==> src/rtl/collatz_pkg.sv <==
// Shared state encoding, default widths and the 3n+1 helper for the Collatz sweep controller.
package collatz_pkg;

    localparam int unsigned ODefault = 14;
    localparam int unsigned CDefault = 8;
    localparam int unsigned OMax     = 32;

    typedef enum logic [2:0] {
        StIdle,
        StLoad,
        StStep,
        StCheck,
        StFinish
    } state_e;

    // Two guard bits above the operand let callers detect overflow of an O-bit value.
    function automatic logic [OMax+1:0] odd_next(input logic [OMax-1:0] value);
        logic [OMax+1:0] v;
        v = {2'b00, value};
        return (v << 1) + v + {{(OMax + 1){1'b0}}, 1'b1};
    endfunction

endpackage

==> src/rtl/collatz_sweep_ctrl_if.sv <==
// Control/status bundle between the sweep controller and its host.
// COLLATZ_PEAK_EN adds the peak trajectory value of the best start.
interface collatz_sweep_ctrl_if
    import collatz_pkg::*;
#(
    parameter int unsigned O = ODefault,
    parameter int unsigned C = CDefault
);
    logic         en;
    logic         start;
    logic         abort;
    logic [O-1:0] first;
    logic [O-1:0] last;
    logic         busy;
    logic         done;
    logic [O-1:0] cur_start;
    logic [C-1:0] cur_steps;
    logic [O-1:0] best_start;
    logic [C-1:0] best_steps;
    logic         ovf;
`ifdef COLLATZ_PEAK_EN
    logic [O-1:0] peak;

    modport master (
        output en, start, abort, first, last,
        input  busy, done, cur_start, cur_steps, best_start, best_steps, ovf, peak
    );
    modport slave (
        input  en, start, abort, first, last,
        output busy, done, cur_start, cur_steps, best_start, best_steps, ovf, peak
    );
`else
    modport master (
        output en, start, abort, first, last,
        input  busy, done, cur_start, cur_steps, best_start, best_steps, ovf
    );
    modport slave (
        input  en, start, abort, first, last,
        output busy, done, cur_start, cur_steps, best_start, best_steps, ovf
    );
`endif
endinterface

==> src/rtl/collatz_stepper.sv <==
// Collatz trajectory datapath: current value, saturating step count and (COLLATZ_PEAK_EN) run peak.
module collatz_stepper
    import collatz_pkg::*;
#(
    parameter int unsigned O = ODefault,
    parameter int unsigned C = CDefault
) (
    input  logic         clk_i,
    input  logic         rst_ni,
    input  logic         clr_i,
    input  logic         load_i,
    input  logic         step_i,
    input  logic [O-1:0] init_i,
    output logic         value_is_one_o,
    output logic         ovf_pulse_o,
    output logic [C-1:0] steps_o
`ifdef COLLATZ_PEAK_EN
    ,
    output logic [O-1:0] run_peak_o
`endif
);
    logic [O-1:0]    value_q, value_d, next_val;
    logic [C-1:0]    steps_q, steps_d;
    logic [OMax+1:0] tri_wide;
    logic            advance;
`ifdef COLLATZ_PEAK_EN
    logic [O-1:0]    run_peak_q, run_peak_d;
`endif

    assign tri_wide       = odd_next(OMax'(value_q));
    assign value_is_one_o = (value_q == O'(1));
    assign ovf_pulse_o    = step_i & ~value_is_one_o & value_q[0] & (|tri_wide[OMax+1:O]);
    assign advance        = step_i & ~value_is_one_o & ~ovf_pulse_o;
    assign next_val       = value_q[0] ? tri_wide[O-1:0] : (value_q >> 1);
    assign steps_o        = steps_q;

    always_comb begin
        value_d = value_q;
        steps_d = steps_q;
`ifdef COLLATZ_PEAK_EN
        run_peak_d = run_peak_q;
`endif
        if (clr_i) begin
            steps_d = '0;
        end
        if (load_i) begin
            value_d = init_i;
            steps_d = '0;
`ifdef COLLATZ_PEAK_EN
            run_peak_d = init_i;
`endif
        end else if (advance) begin
            value_d = next_val;
            steps_d = (&steps_q) ? steps_q : steps_q + C'(1);
`ifdef COLLATZ_PEAK_EN
            run_peak_d = (next_val > run_peak_q) ? next_val : run_peak_q;
`endif
        end
    end

    always_ff @(posedge clk_i or negedge rst_ni) begin
        if (!rst_ni) begin
            value_q <= '0;
            steps_q <= '0;
`ifdef COLLATZ_PEAK_EN
            run_peak_q <= '0;
`endif
        end else begin
            value_q <= value_d;
            steps_q <= steps_d;
`ifdef COLLATZ_PEAK_EN
            run_peak_q <= run_peak_d;
`endif
        end
    end

`ifdef COLLATZ_PEAK_EN
    assign run_peak_o = run_peak_q;
`endif

endmodule

==> src/rtl/collatz_sweep_ctrl.sv <==
// Sweeps Collatz start values [first..last] and tracks the start with the most steps.
// COLLATZ_PEAK_EN adds a peak output for the best start's trajectory.
module collatz_sweep_ctrl
    import collatz_pkg::*;
#(
    parameter int unsigned O = ODefault,
    parameter int unsigned C = CDefault
) (
    input logic                clk,
    input logic                arst_n,
    collatz_sweep_ctrl_if.slave bus
);
    state_e       state_q, state_d;
    logic [O-1:0] last_q, last_d;
    logic [O-1:0] cur_start_q, cur_start_d;
    logic [O-1:0] best_start_q, best_start_d;
    logic [C-1:0] best_steps_q, best_steps_d;
    logic         ovf_q, ovf_d;
    logic         invalid_q, invalid_d;
    logic         busy_q, done_q;
    logic [O-1:0] first_eff;
    logic [C-1:0] cur_steps;
    logic         st_clr, st_load, st_step, value_is_one, ovf_pulse;
`ifdef COLLATZ_PEAK_EN
    logic [O-1:0] peak_q, peak_d, run_peak;
`endif

    collatz_stepper #(
        .O(O),
        .C(C)
    ) u_stepper (
        .clk_i          (clk),
        .rst_ni         (arst_n),
        .clr_i          (st_clr),
        .load_i         (st_load),
        .step_i         (st_step),
        .init_i         (cur_start_q),
        .value_is_one_o (value_is_one),
        .ovf_pulse_o    (ovf_pulse),
        .steps_o        (cur_steps)
`ifdef COLLATZ_PEAK_EN
        ,
        .run_peak_o     (run_peak)
`endif
    );

    assign first_eff = (bus.first == '0) ? O'(1) : bus.first;

    always_comb begin
        state_d      = state_q;
        last_d       = last_q;
        cur_start_d  = cur_start_q;
        best_start_d = best_start_q;
        best_steps_d = best_steps_q;
        ovf_d        = ovf_q;
        invalid_d    = invalid_q;
        st_clr       = 1'b0;
        st_load      = 1'b0;
        st_step      = 1'b0;
`ifdef COLLATZ_PEAK_EN
        peak_d = peak_q;
`endif
        // Abort wins over every other transition and freezes partial results.
        if (state_q != StIdle && bus.abort) begin
            state_d = StIdle;
        end else begin
            unique case (state_q)
                StIdle: begin
                    if (bus.start) begin
                        last_d       = bus.last;
                        cur_start_d  = first_eff;
                        best_start_d = '0;
                        best_steps_d = '0;
                        ovf_d        = 1'b0;
                        st_clr       = 1'b1;
`ifdef COLLATZ_PEAK_EN
                        peak_d = '0;
`endif
                        state_d = (first_eff > bus.last) ? StFinish : StLoad;
                    end
                end
                StLoad: begin
                    st_load   = 1'b1;
                    invalid_d = 1'b0;
                    state_d   = StStep;
                end
                StStep: begin
                    if (bus.en) begin
                        st_step = 1'b1;
                        if (value_is_one) begin
                            state_d = StCheck;
                        end else if (ovf_pulse) begin
                            ovf_d     = 1'b1;
                            invalid_d = 1'b1;
                            state_d   = StCheck;
                        end
                    end
                end
                StCheck: begin
                    if (!invalid_q && cur_steps > best_steps_q) begin
                        best_start_d = cur_start_q;
                        best_steps_d = cur_steps;
`ifdef COLLATZ_PEAK_EN
                        peak_d = run_peak;
`endif
                    end
                    // Compare before incrementing so cur_start cannot wrap at the top of range.
                    if (cur_start_q == last_q) begin
                        state_d = StFinish;
                    end else begin
                        cur_start_d = cur_start_q + O'(1);
                        state_d     = StLoad;
                    end
                end
                StFinish: state_d = StIdle;
                default:  state_d = StIdle;
            endcase
        end
    end

    always_ff @(posedge clk or negedge arst_n) begin
        if (!arst_n) begin
            state_q      <= StIdle;
            last_q       <= '0;
            cur_start_q  <= '0;
            best_start_q <= '0;
            best_steps_q <= '0;
            ovf_q        <= 1'b0;
            invalid_q    <= 1'b0;
            busy_q       <= 1'b0;
            done_q       <= 1'b0;
`ifdef COLLATZ_PEAK_EN
            peak_q <= '0;
`endif
        end else begin
            state_q      <= state_d;
            last_q       <= last_d;
            cur_start_q  <= cur_start_d;
            best_start_q <= best_start_d;
            best_steps_q <= best_steps_d;
            ovf_q        <= ovf_d;
            invalid_q    <= invalid_d;
            busy_q       <= (state_d != StIdle);
            done_q       <= (state_d == StFinish);
`ifdef COLLATZ_PEAK_EN
            peak_q <= peak_d;
`endif
        end
    end

    assign bus.busy       = busy_q;
    assign bus.done       = done_q;
    assign bus.cur_start  = cur_start_q;
    assign bus.cur_steps  = cur_steps;
    assign bus.best_start = best_start_q;
    assign bus.best_steps = best_steps_q;
    assign bus.ovf        = ovf_q;
`ifdef COLLATZ_PEAK_EN
    assign bus.peak = peak_q;
`endif

endmodule
==> src/flat_wrapper.sv <==
// flat-port wrapper written by rule: the top's interface ports become plain ports
module collatz_sweep_ctrl_flat import collatz_pkg::*;
#(
    parameter int unsigned O = ODefault,
    parameter int unsigned C = CDefault
)
  (clk, arst_n, bus_en, bus_start, bus_abort, bus_first, bus_last, bus_busy, bus_done, bus_cur_start, bus_cur_steps, bus_best_start, bus_best_steps, bus_ovf);
  collatz_sweep_ctrl_if #(.O(O), .C(C)) bus_i ();
  input logic clk;
  input logic arst_n;
  input wire logic [$bits(bus_i.en)-1:0] bus_en;
  input wire logic [$bits(bus_i.start)-1:0] bus_start;
  input wire logic [$bits(bus_i.abort)-1:0] bus_abort;
  input wire logic [$bits(bus_i.first)-1:0] bus_first;
  input wire logic [$bits(bus_i.last)-1:0] bus_last;
  output wire logic [$bits(bus_i.busy)-1:0] bus_busy;
  output wire logic [$bits(bus_i.done)-1:0] bus_done;
  output wire logic [$bits(bus_i.cur_start)-1:0] bus_cur_start;
  output wire logic [$bits(bus_i.cur_steps)-1:0] bus_cur_steps;
  output wire logic [$bits(bus_i.best_start)-1:0] bus_best_start;
  output wire logic [$bits(bus_i.best_steps)-1:0] bus_best_steps;
  output wire logic [$bits(bus_i.ovf)-1:0] bus_ovf;
  assign bus_i.en = bus_en;
  assign bus_i.start = bus_start;
  assign bus_i.abort = bus_abort;
  assign bus_i.first = bus_first;
  assign bus_i.last = bus_last;
  assign bus_busy = bus_i.busy;
  assign bus_done = bus_i.done;
  assign bus_cur_start = bus_i.cur_start;
  assign bus_cur_steps = bus_i.cur_steps;
  assign bus_best_start = bus_i.best_start;
  assign bus_best_steps = bus_i.best_steps;
  assign bus_ovf = bus_i.ovf;
  collatz_sweep_ctrl #(.O(O), .C(C)) u_core (.clk(clk), .arst_n(arst_n), .bus(bus_i));
endmodule
==> config.mk <==
export PLATFORM = sky130hd
export DESIGN_NAME = collatz_sweep_ctrl_flat
export DESIGN_NICKNAME = d
export VERILOG_FILES = /design/src/rtl/collatz_pkg.sv /design/src/rtl/collatz_sweep_ctrl_if.sv /design/src/rtl/collatz_stepper.sv /design/src/rtl/collatz_sweep_ctrl.sv /design/src/flat_wrapper.sv
export SDC_FILE = /design/constraint.sdc
export NUM_CORES = 1
export LEC_CHECK = 0
export ABC_AREA = 1
export BUFFER_PORTS_ARGS = -buffer_cell sky130_fd_sc_hd__buf_2
export CAP_MARGIN = 30
export CELL_PAD_IN_SITES_DETAIL_PLACEMENT = 1
export CELL_PAD_IN_SITES_GLOBAL_PLACEMENT = 1
export CORE_MARGIN = 3
export CORE_UTILIZATION = 42
export CTS_CLUSTER_SIZE = 16
export DETAILED_ROUTE_END_ITERATION = 10
export GPL_TIMING_DRIVEN = 0
export HOLD_SLACK_MARGIN = 0.08
export PLACE_DENSITY = 0.77
export SETUP_SLACK_MARGIN = 0.05
export SKIP_CTS_REPAIR_TIMING = 1
export SYNTH_ARGS = -nofsm -noshare
export SYNTH_HDL_FRONTEND = slang
export SYNTH_SLANG_ARGS = --single-unit
export TNS_END_PERCENT = 10
==> constraint.sdc <==
create_clock -name clk -period 3.3 [get_ports clk]
set_clock_uncertainty 0.1 [all_clocks]
set_input_delay 0.66 -clock clk [delete_from_list [all_inputs] [get_ports clk]]
set_output_delay 0.66 -clock clk [all_outputs]
set_load 0.05 [all_outputs]
* Yosys cells after proc, flatten, opt, wreduce, memory -nomap -nowiden
Cells that the tools add are included.
Storage, ports and cells: register bits after elaboration 79, input bits 33, output and inout bits 47, word-level logic and storage cells 96
Cells by class: add/subtract/negate cells 4, order comparisons 2, eq/ne operators 13, multiplexer cells 39, bitwise logic cells 7, reductions and logical operators 20
Operators by type and width (count):
- $mux W14 | 8
- $pmux W14 S2 | 2
- $mux W8 | 6
- $mux W3 | 7
- $reduce_or A20 Y1 | 1
- $add A16 B1 Y17 const B | 1
- $add A15 B14 Y16 | 1
- $pmux W8 S2 | 1
- $add A14 B1 Y14 const B | 1
- $eq A14 B1 Y1 const B | 1
- $eq A14 B14 Y1 | 1
- $gt A14 B14 Y1 | 1
- $logic_not A14 Y1 | 1
- $mux W1 | 12
- $pmux W3 S4 | 1
- $ne A2 B2 Y1 const B | 5
- $reduce_bool A3 Y1 | 3
- $add A8 B1 Y8 const B | 1
- $gt A8 B8 Y1 | 1
- $reduce_and A4 Y1 | 2
- $reduce_and A8 Y1 | 1
- $reduce_bool A2 Y1 | 4
- $eq A3 B2 Y1 const B | 2
- $reduce_and A6 Y1 | 1
- 13 further kinds | 20

* Longest topological paths before layout
Gate-level depths: netlist of run 1.
word-level depth 12, gate-level depth with buffers 17, gate-level depth less buffers 17

* Cells and area by module
From an unflattened synthesis of run 1, not the netlist that was laid out.
Unflattened totals: cells, all modules 818, area total of the unflattened synthesis 5989.5 µm²
By module, submodules not included:
- collatz_sweep_ctrl | times used 1, cells an instance 502, area each 3742.3 µm²
- collatz_stepper | times used 1, cells an instance 316, area each 2247.2 µm²

* Worst setup path before layout of run 1
Ideal clock, no wire load.
path type reg-to-reg, start reg u_core.u_stepper.value_q[0], end reg u_core.u_stepper.value_q[13], data arrival time 2.500 ns, slack 0.631 ns, stages on the path, launching flop included 16, buffers on the path 2, period minus slack after synthesis 2.669 ns, cells stage by stage dfrtp_1 clkbuf_1 inv_1 clkbuf_1 fa_1 nor3_1 nor2_2 nor2_2 nor2_2 nand2_4 nand2_4 nand2_4 nand2_4 inv_4 nand2_1 nand3_1
Between the ends: cells in the longest elaborated chain, start to end 8, elaborated cells between the ends (all ways) 14, those cells by class add/sub: 2; eq/ne: 1; mux: 3; bitwise: 6; reduce/logical: 2
RTL lines:
- start, declared | line collatz_stepper.sv:22 | logic [O-1:0] value_q, value_d, next_val;
- start signal, assigned | line collatz_stepper.sv:69 | value_q <= value_d;
- parallel branches: the longest is 8 deep, another holds $add A16 B1 Y17
Several ways; the timed one is not identified. The select of a mux whose other input is x is not followed. A chain may end at the register's enable or synchronous reset.

* Final worst setup path of run 1
start reg u_core.u_stepper.value_q[0], end reg u_core.u_stepper.value_q[12]
Same word-level chain as after synthesis.

==> impl_metrics.json, run 1 <==
{
  "status": "finished, final reports clean",
  "yosysTopAreaCellShare_pct": 34.83,
  "grt_usage_pct": 24.45,
  "drt_wl_total_um": 17460,
  "die_h_um": 122.2,
  "min_path_type": "input port to async pin",
  "fin_setup_tns_ns": 0,
  "fin_crit_sh_pct": 87.93,
  "routed-via-count": 5482,
  "postSynthCellCount": 778,
  "crit_type": "flop to flop",
  "gp_congestion": 0.8704,
  "synth_area_um2": 5675,
  "synth_compound_area_share_pct": 12.85,
  "rows": 41,
  "maxCapViolCount": 0,
  "rsz0062_at_grt": "no",
  "grt_pass1_wl_um": 28900,
  "synth.yosys.seq_area_share_pct": 34.83,
  "io_buffers": 79,
  "multiInputGateArea_um2": 3166,
  "cts_inserted_buffers": 9,
  "gr-total-overflow": 0,
  "synth_commonest_cells": "nand2_1, inv_1, dfrtp_1",
  "synthAdderAreaFrac_pct": 10.93,
  "coreArea_um2": 12930,
  "cts_sinks": 79,
  "die_w_um": 122.2,
  "synth_top_cell_by_area": "dfrtp_1",
  "final_layout_size_suffix_gt1_share_pct": 18.14,
  "async_flop_share_pct": 100.0,
  "clkLatencyLatePin_ns": 0.34,
  "htreeDepth": 3,
  "hold_viol_final": 0,
  "critPathCaptureType": "flop",
  "die_area_um2": 14940,
  "final_nets": 950,
  "dp_hpwl_um": 14040,
  "antenna_found_initial": 0,
  "whs_ns": 0.07074,
  "ant_nets": 0,
  "dr.first_iter.drc_count": 233,
  "muxShareOfSynthArea_pct": 0,
  "setup_viol": 0,
  "yosysUniqueCellTypes": 46,
  "area_delta_synth_final_pct": 16.73,
  "synth_top_family_by_area": "simple AND/OR/NAND/NOR gates",
  "crit_arrival_ns": 3.07,
  "synthesis.nets": 860,
  "ir_drop_uv": 366.4,
  "drv_slew": 0,
  "cts_tree": "yes",
  "r2r_cells": 14,
  "synth_edf_count": 0,
  "synthTopCellsByArea": "dfrtp_1, nand2_1, ha_1",
  "clk_pin_slew_ns": 0.06,
  "cts_root_buffer": "clkbuf_16",
  "synth.most_common_cell": "nand2_1",
  "worstPathRequired_ns": 3.47,
  "min_period_ns": 2.902,
  "yosysWarnings": 0,
  "nFillCells": 1716,
  "drt-vias-per-instance": 5.256,
  "p_leak_nw": 3.474,
  "grt_max_degree": 67,
  "yosys_register_bits": 79,
  "p_per_area_nw_per_um2": 870.2,
  "firstDrtPassIters": 4,
  "num_antenna_cells": 0,
  "start_util_pct": 43.90,
  "max_freq_ghz": 0.3446,
  "worstMarginPinSlew_ns": 0.5941,
  "synth-main-ff-cell": "dfrtp_1",
  "syn_area_per_cell_um2": 7.295,
  "cp-start-kind": "flop",
  "wire_per_inst_um": 16.74,
  "synth-simple-area-share_pct": 29.52,
  "regArea_um2": 1977,
  "grt_pass1_vias": 5852,
  "cts_max_path_buffers": 2,
  "synth_xor_area_share_pct": 2.469,
  "ios": 80,
  "crit_fanout": 13,
  "drc": 0,
  "relSlewSlack_pct": 60.40
}
-- cell type report --
| cell class | instances | area share, % |
|---|---|---|
| Clock inverter | 3 | 1.039 |
| Timing Repair Buffer | 80 | 6.421 |
| Buffer | 31 | 2.361 |
| Multi-Input combinational cell | 568 | 47.78 |
| Sequential cell | 79 | 29.84 |
| Tap cell | 172 | 3.248 |
| Inverter | 99 | 5.647 |
| Clock buffer | 11 | 3.664 |
-- placed cells by master (no fill, tap or decap), types with 21 or more instances in the layout --
cell	count
inv_1	85
nand3_1	38
a21oi_1	29
ha_1	48
nor2_1	37
nand2_1	237
buf_2	81
clkbuf_1	21
o21ai_0	40
dfrtp_1	79
o21ai_1	29
-- registers in the layout, indices dropped and copies added, names as in the netlist, named ones only --
| register | count |
|---|---|
| u_core.bus.busy | 1 |
| u_core.u_stepper.value_q | 13 |
| u_core.bus.ovf | 1 |
| u_core.u_stepper.steps_o | 8 |
| u_core.bus.cur_start | 14 |
| u_core.invalid_q | 1 |
| u_core.bus.best_start | 14 |
| u_core.bus.best_steps | 8 |
| u_core.state_q | 3 |
| u_core.bus.done | 1 |
| u_core.last_q | 14 |
-- through the flow --
step	setup slack, ns	utilization, %	cell area, um^2	instances	total power, mW
global route	0.1362	51.25	6625	1043	6.215
finish	0.3983	51.25	6625	1043	5.765
global placement	0.1509	48.63	6286	1029	4.568
CTS	0.05058	51.27	6628	1044	5.796
floorplan	0.6309	-	5675	778	3.795
detailed placement	0.09647	48.86	6316	1030	4.696
-- per-layer routing --
layer,up-vias,track usage (%),share of wire (%)
met5,-,0,0
met4,0,7.978,2.2
met3,32,3.871,3.3
met2,98,43.22,50
met1,2675,30.49,44
li1,2677,-,-
-- critical path, stage by stage (launching register included) --
cell and delay (ns):
dfrtp_1 0.39, clkbuf_2 0.26, inv_1 0.26, fa_1 0.53
nor3_1 0.24, nor2_2 0.10, nor2_2 0.11, nor2_2 0.06
nand2_4 0.10, nand2_4 0.10, nand2_4 0.16, nand2_4 0.12
inv_4 0.14, nand2_1 0.07, nand3_1 0.08
-- final timing paths --
check	startpoint	endpoint	slack, ns
setup / recovery	u_core.u_stepper.value_q[0]	u_core.u_stepper.value_q[12]	0.40
hold / removal	arst_n	u_core.last_q[0]	0.07
setup reg to reg	u_core.u_stepper.value_q[0]	u_core.u_stepper.value_q[12]	0.40
hold reg to reg	u_core.bus.best_start[0]	u_core.bus.best_start[0]	0.37
max in group asynchronous	arst_n	u_core.bus.best_start[13]	2.44
min in group clk	u_core.bus.best_start[0]	u_core.bus.best_start[0]	0.37
-- kinds of logic after synthesis --
family	Yosys count
AOI/OAI and AO/OA	126
xor gates and xnor gates	16
adders and majority gates	49
buffers and inverters	131
DFF	79
and+or+nand+nor	377
-- power by group --
group          total, mW  switching (mW)  internal (mW)  leakage, nW
Combinational       3.08            2.12          0.959         2.29
Sequential          1.61           0.346           1.26         1.03
Clock               1.08           0.401          0.677        0.152
Note: power is estimated with default switching activity, not from simulation.
==> run 2: changes to the inputs <==
CORE_UTILIZATION = 43   (was 42)
PLACE_DENSITY = 0.79   (was 0.77)
SYNTH_HIERARCHICAL = 1   (was unset)
==> impl_metrics.json, run 2 <==
{
  "cts_sinks": 79,
  "critPathCaptureType": "flop",
  "num_antenna_cells": 0,
  "start_util_pct": 44.52,
  "setup_viol": 0,
  "firstDrtPassIters": 4,
  "grt_usage_pct": 24.78,
  "cts_inserted_buffers": 9,
  "maxCapViolCount": 0,
  "worstMarginPinSlew_ns": 0.5401,
  "fin_setup_tns_ns": 0,
  "rsz0062_at_grt": "no",
  "antenna_found_initial": 0,
  "ios": 80,
  "dp_hpwl_um": 14240,
  "area_delta_synth_final_pct": 16.44,
  "slowest_stage": "dfrtp_1",
  "syn_area_per_cell_um2": 7.322,
  "synth_area_um2": 5989,
  "drv_slew": 0,
  "worst_path_most_repeated_cell": "nand2_1",
  "ant_nets": 0,
  "p_per_area_nw_per_um2": 828.5,
  "grt_max_degree": 42,
  "min_period_ns": 2.619,
  "htreeDepth": 3,
  "gr-total-overflow": 0,
  "synthesis.nets": 899,
  "die_h_um": 124.0,
  "yosysWarnings": 6,
  "final_nets": 990,
  "die_area_um2": 15380,
  "synth-main-ff-cell": "dfrtp_1",
  "cts_root_buffer": "clkbuf_16",
  "ir_drop_uv": 403.1,
  "cts_max_path_buffers": 2,
  "final_common_cell": "nand2_1",
  "relSlewSlack_pct": 63.86,
  "worstPathRequired_ns": 3.43,
  "p_leak_nw": 3.870,
  "yosysTopAreaCellShare_pct": 33.01,
  "max_freq_ghz": 0.3819,
  "status": "finished, final reports clean",
  "final_layout_size_suffix_gt1_share_pct": 19.37,
  "clkLatencyLatePin_ns": 0.35,
  "io_buffers": 79,
  "synth.yosys.seq_area_share_pct": 33.01,
  "synthTopCellsByArea": "dfrtp_1, nand2_1, ha_1",
  "crit_arrival_ns": 2.75,
  "die_w_um": 124.0,
  "wire_per_inst_um": 16.73,
  "cts_tree": "yes",
  "fin_crit_sh_pct": 79.35,
  "cp-start-kind": "flop",
  "postSynthCellCount": 818,
  "yosys_register_bits": 79,
  "grt_pass1_vias": 6016,
  "clk_pin_slew_ns": 0.06,
  "yosysUniqueCellTypes": 47,
  "whs_ns": 0.1838,
  "drt-vias-per-instance": 5.246,
  "dr.first_iter.drc_count": 339,
  "routed-via-count": 5718,
  "max_stage_delay_ns": 0.42,
  "crit_chain": "inv_1, ha_1, a21oi_1, nand2_1, a21oi_1, nand2_1, nand2_1, nand3_2, nand2_4, inv_1, o211ai_1, nand3_1, nand2_1, nand3_1",
  "crit_type": "flop to flop",
  "hold_viol_final": 0,
  "drt_wl_total_um": 18240,
  "synth_top_cell_by_area": "dfrtp_1",
  "rows": 42,
  "async_flop_share_pct": 100.0,
  "synth_edf_count": 0,
  "crit_fanout": 5,
  "finalPower_mw": 5.778,
  "min_path_type": "input port to async pin",
  "drc": 0,
  "gp_congestion": 0.9015,
  "grt_pass1_wl_um": 29750,
  "coreArea_um2": 13450,
  "mostFrequentLayoutCells": "nand2_1, inv_1, buf_2",
  "synth.most_common_cell": "nand2_1",
  "synth_commonest_cells": "nand2_1, inv_1, dfrtp_1"
}
==> run 2: changes by cell type in the layout (fill, tap and decap cells not counted), sizes merged, moves of 9 or more <==
| cell | previous run | this run |
|---|---|---|
| a21oi | 30 | 21 |
| inv | 99 | 116 |
| nand2 | 248 | 275 |
| nand3 | 41 | 32 |
| nand4 | 10 | 29 |
| nor2 | 43 | 60 |
| o21ai | 77 | 54 |
==> run 2: final timing paths <==
check | startpoint | endpoint | slack (ns) | cells after the start
worst max-delay path | u_core/u_stepper/value_q[8] | u_core/bus.busy | 0.68 | 14
worst min-delay path | arst_n | u_core/u_stepper/steps_o[4] | 0.18 | 1
worst max register to register | u_core/u_stepper/value_q[8] | u_core/bus.busy | 0.68 | 14
worst min register to register | u_core/bus.best_start[12] | u_core/bus.best_start[12] | 0.37 | 2
max in group asynchronous | arst_n | u_core/last_q[7] | 2.30 | 2
min in group clk | u_core/bus.best_start[12] | u_core/bus.best_start[12] | 0.37 | 2
==> run 2: cells by family after synthesis <==
family                   count (synthesis)  share of synthesized area, %
buffers and inverters                  149                         10.65
adder cells (fa/ha/maj)                 48                         10.15
flip-flops                              79                         33.01
AO/OA/AOI/OAI                          102                         11.28
multiplexers                             4                        0.6685
XOR/XNOR                                23                         3.363
AND/OR/NAND/NOR                        413                         30.88
==> run 2: per-stage QoR <==
stage / cell area [um^2] / cells / setup WS [ns] / util, %
floorplan: 5989 / 818 / 1.040 / -
global placement: 6605 / 1073 / 0.5947 / 49.10
detailed placement: 6628 / 1074 / 0.5014 / 49.27
CTS: 6974 / 1090 / 0.6970 / 51.84
global route: 6974 / 1090 / 0.4984 / 51.84
finish: 6974 / 1090 / 0.6814 / 51.84
==> run 2: final cells by class <==
cell class | instances | area (um^2)
Sequential cell | 79 | 1977
Inverter | 117 | 439.2
Multi-Input combinational cell | 590 | 3374
Clock inverter | 6 | 107.6
Clock buffer | 10 | 239.0
Tap cell | 176 | 220.2
Fill cell | 1788 | 6479
Buffer | 32 | 198.9
Timing Repair Buffer | 80 | 417.9
==> run 2: routing by layer <==
| layer | vias up | GRT usage [%] | wire length [um] |
|---|---|---|---|
| li1 | 2793 | - | - |
| met1 | 2831 | 31.15 | 8227 |
| met2 | 77 | 44.10 | 9373 |
| met3 | 17 | 2.816 | 368 |
| met4 | 0 | 8.350 | 268 |
| met5 | - | 0 | 0 |
==> run 2: power by group <==
group	switching, mW	leakage, nW	total [mW]	internal (mW)
sequential	0.439	1.04	1.68	1.24
clock	0.425	0.168	1.18	0.757
combinational	1.97	2.66	2.92	0.948
==> run 2: worst max-delay path: cells and delay by family (launching register included) <==
| kind | cells | cell delay, ns |
|---|---|---|
| AO/OA/AOI/OAI | 3 | 0.59 |
| AND/OR/NAND/NOR | 8 | 0.78 |
| flip-flops | 1 | 0.42 |
| buffers and inverters | 2 | 0.21 |
| adder cells (fa/ha/maj) | 1 | 0.39 |
==> run 3: changes to the inputs <==
ABC_AREA = 0   (was 1)
CORE_UTILIZATION = 40   (was 43)
PLACE_DENSITY = 0.74   (was 0.79)
clock period = 2.2 ns   (was 3.3 ns; I/O delays follow)
==> impl_metrics.json, run 3 <==
{
  "yosysTopAreaCellShare_pct": 34.13,
  "clkLatencyLatePin_ns": 0.34,
  "maxCapViolCount": 0,
  "die_area_um2": 15960,
  "synthesis.nets": 744,
  "cts_root_buffer": "clkbuf_16",
  "max_freq_ghz": 0.3552,
  "crit_arrival_ns": 2.94,
  "cts_max_path_buffers": 2,
  "final_nets": 861,
  "ios": 80,
  "min_path_type": "input port to flop",
  "met3_usage_pct": 2.863,
  "gp_congestion": 0.9010,
  "synth.most_common_cell": "dfrtp_1",
  "yosysWarnings": 6,
  "violations": "setup timing",
  "syn_area_per_cell_um2": 8.738,
  "grt_max_degree": 41,
  "ir_drop_uv": 571.3,
  "grt_pass1_vias": 5819,
  "busiest_layer": "met2",
  "area_delta_synth_final_pct": 28.14,
  "rrSetupSlack_ns": -0.62,
  "drt-vias-per-instance": 5.791,
  "cts_sinks": 79,
  "met2_usage_pct": 41.00,
  "synth-main-ff-cell": "dfrtp_1",
  "cts_tree": "yes",
  "mostFrequentLayoutCells": "buf_2, dfrtp_1, nand2_1",
  "start_util_pct": 41.25,
  "die_w_um": 126.3,
  "grt_use_met1_pct": 30.49,
  "synthTopCellsByArea": "dfrtp_1, ha_1, mux2i_1",
  "muxShareOfSynthArea_pct": 6.544,
  "min_from": "bus_last[0]",
  "io_buffers": 79,
  "cts_inserted_buffers": 9,
  "fin_crit_sh_pct": 128.0,
  "crit_type": "flop to flop",
  "min_period_ns": 2.816,
  "synth-simple-area-share_pct": 19.07,
  "synth_area_um2": 5793,
  "htreeDepth": 3,
  "status": "complete, but fails checks",
  "worstMarginPinSlew_ns": 0.7252,
  "synth_xor_area_share_pct": 4.039,
  "r2r_end": "u_core/u_stepper/value_q[10]",
  "firstDrtPassIters": 5,
  "r2r_cells": 12,
  "num_antenna_cells": 0,
  "final_layout_size_suffix_gt1_share_pct": 29.34,
  "final_common_cell": "buf_2",
  "die_h_um": 126.3,
  "relSlewSlack_pct": 51.66,
  "worstPathRequired_ns": 2.32,
  "coreArea_um2": 14040,
  "postSynthCellCount": 663,
  "async_flop_share_pct": 100.0,
  "dpl-instance-area_um2": 6492,
  "fin_setup_tns_ns": -14.45,
  "cp-start-kind": "flop",
  "crit_fanout": 6,
  "drv_slew": 0,
  "grt_usage_pct": 23.85,
  "drc": 0,
  "synth_compound_area_share_pct": 18.03,
  "setup_viol": 34,
  "wire_per_inst_um": 21.13,
  "ant_nets": 0,
  "drt_wl_total_um": 20370,
  "synth_commonest_cells": "dfrtp_1, nand2_1, inv_1",
  "final_area_um2": 7423,
  "grt_pass1_wl_um": 30720,
  "rows": 43,
  "clk_pin_slew_ns": 0.06,
  "fin_ws_ns": -0.6156,
  "synth.yosys.seq_area_share_pct": 34.13,
  "gr-total-overflow": 0,
  "yosys_register_bits": 79,
  "dr.first_iter.drc_count": 416,
  "synthAdderAreaFrac_pct": 10.50,
  "rsz0062_at_grt": "yes",
  "hold_depth": 3,
  "routed-via-count": 5583,
  "synth_top_cell_by_area": "dfrtp_1",
  "p_per_area_nw_per_um2": 1387,
  "antenna_found_initial": 0,
  "hold_viol_final": 0,
  "yosysUniqueCellTypes": 74,
  "critPathCaptureType": "flop",
  "hold-path-endpoint": "u_core/last_q[0]",
  "timing.rr.start": "u_core/u_stepper/value_q[0]",
  "p_leak_nw": 3.505,
  "dp_hpwl_um": 14390,
  "synth_top_family_by_area": "simple AND/OR/NAND/NOR gates",
  "synth_edf_count": 0
}
run 3: final cells by class:
class                           instances  area, um^2
Clock buffer                           12       266.5
Sequential cell                        79        1997
Tap cell                              180       225.2
Timing Repair Buffer                  108       690.7
Buffer                                 45       286.5
Clock inverter                          3       65.06
Fill cell                            1668        6619
Inverter                               57       220.2
Multi-Input combinational cell        480        3672
run 3: how the worst max path moves through the flow:
stage                                     start                            to  slack [ns]  depth (start not counted)
global placement    u_core/u_stepper/value_q[0]             u_core/state_q[0]       -0.85                         13
CTS                 u_core/u_stepper/value_q[0]             u_core/state_q[0]       -0.87                         13
global route        u_core/u_stepper/value_q[2]   u_core/u_stepper/value_q[9]       -0.69                         12
detailed placement  u_core/u_stepper/value_q[0]             u_core/state_q[0]       -0.86                         13
floorplan           u_core/u_stepper/value_q[0]  u_core/u_stepper/value_q[10]       -0.29                         12
finish              u_core/u_stepper/value_q[0]  u_core/u_stepper/value_q[10]       -0.62                         12
run 3: per-stage QoR:
step                      worst slack, ns  utilization [%]  hold WS [ns]  std cells  power (mW)
final                             -0.6156            52.86        0.2203        964       10.30
after global routing              -0.6909            52.86        0.2321        964       10.93
after CTS                         -0.8721            48.60      -0.01069        938       9.113
after detailed placement          -0.8551            46.24        0.3581        923       7.343
after global placement            -0.8538            46.08        0.3858        922       7.149
after floorplan                   -0.2946                -       0.04441        663       5.928
run 3: cell families (layout without fill, tap and decap cells):
group,Yosys count,count (layout)
muxes,37,37
DFF,79,79
adders and majority gates,48,48
AOI/OAI and AO/OA,149,149
xor gates and xnor gates,25,25
buffers and inverters,104,225
and+or+nand+nor,221,221
run 3: metal layers:
metal | vias to the layer above | routed length, um
li1 | 2585 | -
met1 | 2800 | 8455
met2 | 158 | 10610
met3 | 40 | 760
met4 | 0 | 539
met5 | - | 0
run 3: power by group:
group | internal [mW] | leakage [nW] | switching (mW)
Combinational | 2.49 | 2.35 | 3.60
Clock | 1.08 | 0.165 | 0.602
Sequential | 1.87 | 0.993 | 0.665
Total | 5.44 | 3.50 | 4.86
run 3: worst max-delay path: stages, from the launching register on:
cell and delay, ns:
dfrtp_1 0.39, buf_8 0.12, clkinvlp_4 0.14, fa_2 0.42
nor2b_2 0.15, o31ai_2 0.10, a21oi_2 0.26, a221oi_4 0.13
o221a_4 0.32, buf_8 0.16, buf_8 0.14, o31ai_4 0.21
a21oi_2 0.05
